--- config.mk ---
export PLATFORM = sky130hd
export DESIGN_NAME = mux_scan_ctrl
export DESIGN_NICKNAME = d
export VERILOG_FILES = /design/src/rtl/mux_scan_ctrl_pkg.sv /design/src/rtl/mux_scan_ctrl.sv
export SDC_FILE = /design/constraint.sdc
export NUM_CORES = 1
export LEC_CHECK = 0
export CAP_MARGIN = 20
export CORE_MARGIN = 2
export CORE_UTILIZATION = 53
export CTS_CLUSTER_SIZE = 8
export DETAILED_ROUTE_END_ITERATION = 6
export MAX_ROUTING_LAYER = met4
export PLACE_DENSITY = 0.85
export SLEW_MARGIN = 10
export SYNTH_ARGS = -nofsm -noshare
export SYNTH_HDL_FRONTEND = slang
export SYNTH_SLANG_ARGS = --single-unit
--- constraint.sdc ---
create_clock -name clk -period 1.9 [get_ports clk]
set_input_delay 0.38 -clock clk [delete_from_list [all_inputs] [get_ports clk]]
set_output_delay 0.38 -clock clk [all_outputs]
set_load 0.02 [all_outputs]
--- src/rtl/mux_scan_ctrl_pkg.sv ---
// Shared constants and state type for the 8-channel mux scan sequencer.
package mux_scan_ctrl_pkg;

    localparam int NUM_CH = 8;
    localparam int SEL_W  = 3;
    localparam int CNT_W  = 4;

    typedef enum logic {
        ST_IDLE = 1'b0,
        ST_SCAN = 1'b1
    } state_e;

    // Bit position in the result byte that a given channel's sample occupies.
    function automatic logic [SEL_W-1:0] slotIndex(input logic [SEL_W-1:0] sel,
                                                   input bit lsbFirst);
        return lsbFirst ? sel : (SEL_W'(NUM_CH - 1) - sel);
    endfunction

endpackage

--- src/rtl/mux_scan_ctrl.sv ---
// Steps the 8:1 mux select through channels 0..7, samples y per channel and
// publishes the assembled byte with a start/busy/done handshake.
module mux_scan_ctrl
    import mux_scan_ctrl_pkg::*;
#(
    parameter int unsigned SETTLE_CYCLES = 0,
    parameter bit          LSB_FIRST     = 1'b1
) (
    input  logic              clk,
    input  logic              rst_n,
    input  logic              start,
    input  logic              y,
    output logic              s0,
    output logic              s1,
    output logic              s2,
    output logic              busy,
    output logic              done,
    output logic [NUM_CH-1:0] data
);

    localparam logic [CNT_W-1:0] SETTLE_LOAD = CNT_W'(SETTLE_CYCLES);
    localparam logic [SEL_W-1:0] LAST_CH     = SEL_W'(NUM_CH - 1);

    state_e             state_q;
    logic [SEL_W-1:0]   sel_q;
    logic [CNT_W-1:0]   cnt_q;
    logic [NUM_CH-1:0]  capture_q;
    logic [NUM_CH-1:0]  capture_d;
    logic [NUM_CH-1:0]  data_q;
    logic               busy_q;
    logic               done_q;

    // Capture image with the current channel's sample merged in, so the last
    // channel lands in data on the same edge it is sampled.
    always_comb begin
        capture_d = capture_q;
        capture_d[slotIndex(sel_q, LSB_FIRST)] = y;
    end

    always_ff @(posedge clk) begin
        if (!rst_n) begin
            state_q   <= ST_IDLE;
            sel_q     <= '0;
            cnt_q     <= '0;
            capture_q <= '0;
            data_q    <= '0;
            busy_q    <= 1'b0;
            done_q    <= 1'b0;
        end else begin
            done_q <= 1'b0;
            case (state_q)
                ST_IDLE: begin
                    if (start) begin
                        state_q <= ST_SCAN;
                        sel_q   <= '0;
                        cnt_q   <= SETTLE_LOAD;
                        busy_q  <= 1'b1;
                    end
                end
                ST_SCAN: begin
                    if (cnt_q != '0) begin
                        cnt_q <= cnt_q - CNT_W'(1);
                    end else begin
                        capture_q <= capture_d;
                        if (sel_q == LAST_CH) begin
                            state_q <= ST_IDLE;
                            sel_q   <= '0;
                            busy_q  <= 1'b0;
                            done_q  <= 1'b1;
                            data_q  <= capture_d;
                        end else begin
                            sel_q <= sel_q + SEL_W'(1);
                            cnt_q <= SETTLE_LOAD;
                        end
                    end
                end
                default: begin
                    state_q <= ST_IDLE;
                end
            endcase
        end
    end

    assign s0   = sel_q[0];
    assign s1   = sel_q[1];
    assign s2   = sel_q[2];
    assign busy = busy_q;
    assign done = done_q;
    assign data = data_q;

endmodule

# == Yosys cells after proc, flatten, opt, wreduce, memory -nomap -nowiden ==
# Cells that the tools add are included.
# op_classes
multipliers,0
bitwise,3
n_eq_ne,5
n_reduce_logical,8
div_mod_pow,0
n_shift,0
muxes,20
n_lt_le_gt_ge,2
n_addsub,2
# op_table
op,n
4-bit 2-to-1 mux,3
3-bit 2-to-1 mux,3
8-bit bitwise mux,1
1-bit 2-to-1 mux,8
4-bit case mux with 2 select lines,1
3-bit case mux with 2 select lines,1
2-bit AND reduction,3
3-bit AND reduction,2
3-bit by 4-bit < comparator with 1-bit output (second input constant),1
2-bit != test (second input constant),2
1-bit case mux with 2 select lines,2
4-bit nonzero test,1
4-bit by 1-bit subtractor with 4-bit output (second input constant),1
3-bit by 1-bit adder with 3-bit output (second input constant),1
1-bit demux with 3-bit select,1
3-bit equality test (second input constant),1
3-bit by 1-bit >= comparator with 1-bit output (second input constant),1
3-bit != test (second input constant),1
1-bit NOT,3
3-bit OR reduction,1
2-bit by 1-bit != test with 1-bit output (second input constant),1
1-bit logical AND,1
# totals
register_bits,26
n_memories,0
latchBits,0
romBits,0
output_inout_bits,13
ram_bits,0

# == Depth between registers and ports, before layout ==
# logic_depth
word_depth,5
depth_mapped,7
depth_no_buf,5

# == Least setup slack after synthesis ==
# No wires, ideal clock.
# synth_timing
kind,register -> register
startpoint,reg sel_q[0]
endpoint,reg sel_q[0]
arrival_ns,1.408
slack_ns,0.424
path_buffers,1
setup_time_ns,0.068
stages_incl_launch_ff,6
path_cell_list,dfxtp_1 -> ha_1 -> ha_1 -> buf_2 -> or3_1 -> a21oi_2
# synth_via
elab_chain_len,4
# synth_rtl
item,line_no,text
from (decl),mux_scan_ctrl.sv:25,logic [SEL_W-1:0] sel_q;
from (signal assigned),mux_scan_ctrl.sv:72,sel_q <= sel_q + SEL_W'(1);
3-bit by 1-bit adder with 3-bit output or 3-bit equality test (tied branches),"mux_scan_ctrl.sv:72, mux_scan_ctrl.sv:65",
3-bit 2-to-1 mux *,mux_scan_ctrl.sv:65,if (sel_q == LAST_CH) begin
3-bit 2-to-1 mux *,mux_scan_ctrl.sv:61,if (cnt_q != '0) begin
3-bit case mux with 2 select lines *,mux_scan_ctrl.sv:51,case (state_q)
# Mark *: on every way between the ends. The rest lies on a longest branch, timed or not. The select of a mux whose other input is x is not followed.
# A chain may end at the register's enable or synchronous reset.

# == Final worst setup path ==
# layout_timing
startpoint,reg sel_q[0]
endpoint,out s0
# layout_rtl
item,line_no,text
to (decl),mux_scan_ctrl.sv:13,"output logic s0,"
# No word-level cell between the ends.

==> out/results.tsv <==
stage	metric	value	unit
power	seqPwrFrac	0.541	
sta	drv_slew	0	
floorplan	initial_core_util	0.5738	
route	first_iter_violations	22	
worst_setup_path	crit_family	buffers and inverters	
power	intPower	803.3	uW
placement	place_congestion	0.7633	
clock_network	cts.sinks	26	
worst_setup_path	endpoint	s0	
sta	rsz0062_at_grt	false	
logic_synthesis	syn_area	0.001294	mm^2
global_routing	grt_pass1_vias	1003	
global_routing	antenna_found_initial	0	
clock_network	h-tree-depth	1	
global_routing	grt_max_degree	20	
final_layout	multi_input_area	683.2	um^2
logic_synthesis	yosysWarnings	0	
worst_setup_path	required	1520	ps
final_layout	fillers	192	
logic_synthesis	synth_top_area_frac	0.4023	
worst_setup_path	r2r_end	data[7]	
sta	hold_viol_final	0	
logic_synthesis	synth-edff-count	0	
final_layout	nets	158	
route	drtAntennaViolNets	0	
worst_setup_path	rr_worst_depth	5	
worst_setup_path	worstPathCellList	clkdlybuf4s50_1	
clock_network	cts_buffers	3	
logic_synthesis	ys.flop_type	dfxtp_1	
global_routing	overflow	0	
clock_network	worstSkewPairLatency	330	ps
hold_path	holdPathStages	2	
floorplan	die_area	0.002852	mm^2
sta	fmax	0.5575	GHz
floorplan	die_y	53.41	um
worst_setup_path	cp_slowest_cell	clkdlybuf4s50_1	
worst_setup_path	worstSetupPathType	reg2out	
floorplan	die_w	53.41	um
power	power.static_leakage	0.0005770	uW
clock_network	holdBufCountCts	0	
worst_setup_path	critical_path_arrival	1410	ps
worst_setup_path	cp_num_cells	1	
final_layout	layoutNonFillerInstCount	178	
clock_network	cts_buffer_depth	2	
global_routing	grt_pass1_wl	4.733	mm
route	dr_total_vias	1052	
placement	io_buffers	16	
power	swShare	0.2311	
logic_synthesis	syn_area_per_cell	9.513	um^2
worst_setup_path	rrSetupSlack	170	ps
logic_synthesis	synthAdderAreaFrac	0.02901	
final_layout	insertedDiodeCount	0	
sta	clock_skew	4.693	ps
hold_path	worstHoldStart	capture_q[0]	
sta	finalSetupTns	0	ps
sta	setup_viol	0	
logic_synthesis	ys_ff_latch	26	
placement	place_hpwl	2.017	mm
worst_setup_path	worstSetupStartpoint	sel_q[0]	
logic_synthesis	synth_compound_area_frac	0.1867	
power	clkPwrFrac	0.373	
final_layout	final_common_cell	dfxtp_1	
worst_setup_path	crit_path_start_kind	flip-flop	
final_layout	area_growth	17.41	%
power	ir_worst_vdd	464.6	uV
clock_network	root_buffer	clkbuf_4	
placement	dp.cells	174	
floorplan	fp-row-count	17	
global_routing	gr-usage-all-layers	0.2412	
worst_setup_path	cp-end-kind	primary output	
route	wirelength	2.877	mm
final_layout	drive_above_1_share	0.1667	
hold_path	hp-class	reg2reg	
route	dr.pass1.iters	4	
logic_synthesis	yosysTopAreaCell	dfxtp_1	
final_layout	regArea	526.8	um^2
sta	slew_headroom	0.7112	
logic_synthesis	synth-xor-area-share	0	
worst_setup_path	worst-path-buf-inv	1	
logic_synthesis	muxShareOfSynthArea	0.1083	
sta	period_share	0.9441	
worst_setup_path	critPathMaxStageDelay	620	ps
clock_network	clk_pin_slew	150	ps
logic_synthesis	yosysSeqAreaShare	0.4023	
floorplan	ios	17	
logic_synthesis	yosysUniqueCellTypes	38	
logic_synthesis	ys_async_sr_fraction	0	
logic_synthesis	synth_cells	136	
logic_synthesis	synthSimpleGateAreaFrac	0.2041	
logic_synthesis	synth_top_family_by_area	simple AND/OR/NAND/NOR gates	
floorplan	core_area	0.002255	mm^2
route	drc	0	
power	pwr-share-comb	0.086	
run	max_cap_violations	0	
clock_network	cts_tree	yes	
power	cellPowerDensity	687.8	mW/mm^2
worst_setup_path	reg2reg_from	sel_q[1]	
route	viasPerCell	5.910	
final_layout	final_cell_mix	23 x dfxtp_1, 14 x nand2_1, 14 x mux2i_1, 14 x clkdlybuf4s50_1, 13 x a21oi_1	
sta	tightest_slew	432.7	ps
logic_synthesis	synth_area_leaders	dfxtp_1 40%, mux2i_1 11%, a21oi_1 5.0%	
route	detail_route.wl_per_cell	16.16	um
power	switchingPower	241.4	uW
run_status	outcome	completed	
sta	fin_crit	1794	ps
logic_synthesis	synth_nets	143	
worst_setup_path	cp_max_fo	14	
==> cell families after synthesis <==
| family | after synthesis |
|---|---|
| adder cells (fa/ha/maj) | 3 |
| multiplexers | 14 |
| flip-flops | 26 |
| buffers and inverters | 16 |
| AO/OA/AOI/OAI | 35 |
| AND/OR/NAND/NOR | 42 |
==> cell type report <==
cell class	instances	area share
repair buffers	21	0.1334
clock buffers	3	0.01483
flip-flops and latches	26	0.3468
multi-input cells	94	0.4498
well taps	28	0.02306
clock inverters	1	0.01977
inverters	5	0.01236
==> flip-flops by register name, summed over array words and instances, names as in the netlist <==
| name | flops |
|---|---|
| sel_q | 3 |
| busy | 1 |
| data | 8 |
| state_q | 1 |
| done | 1 |
| cnt_q | 4 |
| capture_q | 8 |
==> power by group through the flow <==
stage	logic (uW)	registers, uW	clock network [uW]
global placement	85.3	576	0
global route	97.6	568	413
floorplan	69.1	573	0
CTS	88.9	566	388
detailed placement	88.0	578	0
finish	89.4	566	390
==> timing repair <==
action	4_1_cts	5_1_grt
gates resized for setup	3	3
setup endpoints to repair	4	3
buffers inserted	0	0
endpoints found under the hold margin	0	0
==> cells in the mapped netlist, types with 2 or more instances <==
| cell type | n |
|---|---|
| nor3_1 | 3 |
| a21oi_2 | 4 |
| buf_4 | 3 |
| nand3_1 | 6 |
| a211oi_1 | 7 |
| nand3b_1 | 2 |
| a21oi_1 | 13 |
| dfxtp_1 | 26 |
| nor2_1 | 3 |
| nand2_1 | 14 |
| inv_1 | 4 |
| o21ai_0 | 3 |
| nor3b_2 | 2 |
| buf_2 | 3 |
| ha_1 | 3 |
| clkbuf_1 | 3 |
| mux2i_1 | 14 |
| a211oi_2 | 2 |
| buf_6 | 2 |
==> worst min path at each step <==
| stage | slack [ps] | endpoint |
|---|---|---|
| after detailed placement | 460 | capture_q[0] |
| after global placement | 450 | capture_q[1] |
| after CTS | 480 | capture_q[0] |
| after floorplan | 430 | capture_q[2] |
| after global routing | 510 | capture_q[3] |
| final | 480 | capture_q[0] |
==> metrics by stage <==
stage / worst slack [ps] / utilization / total power, uW / hold WS [ps] / area, um^2
after floorplan: 423.8 / - / 641.6 / 434.1 / 1294
after global placement: 205.5 / 0.6454 / 661.5 / 445.7 / 1455
after detailed placement: 58.38 / 0.6454 / 665.6 / 460.7 / 1455
after CTS: 35.59 / 0.6704 / 1043 / 479.5 / 1511
after global routing: 10.10 / 0.6737 / 1079 / 510.6 / 1519
final: 106.2 / 0.6737 / 1045 / 479.6 / 1519
==> routing by layer <==
layer  share of wire  up-vias  global-route usage
li1                -      523                   -
met1            0.43      494              0.2951
met2            0.51       28              0.3909
met3           0.041        7             0.04237
met4           0.020        0             0.09829
met5               0        -                   -
Power figures use the tool's default switching activity.
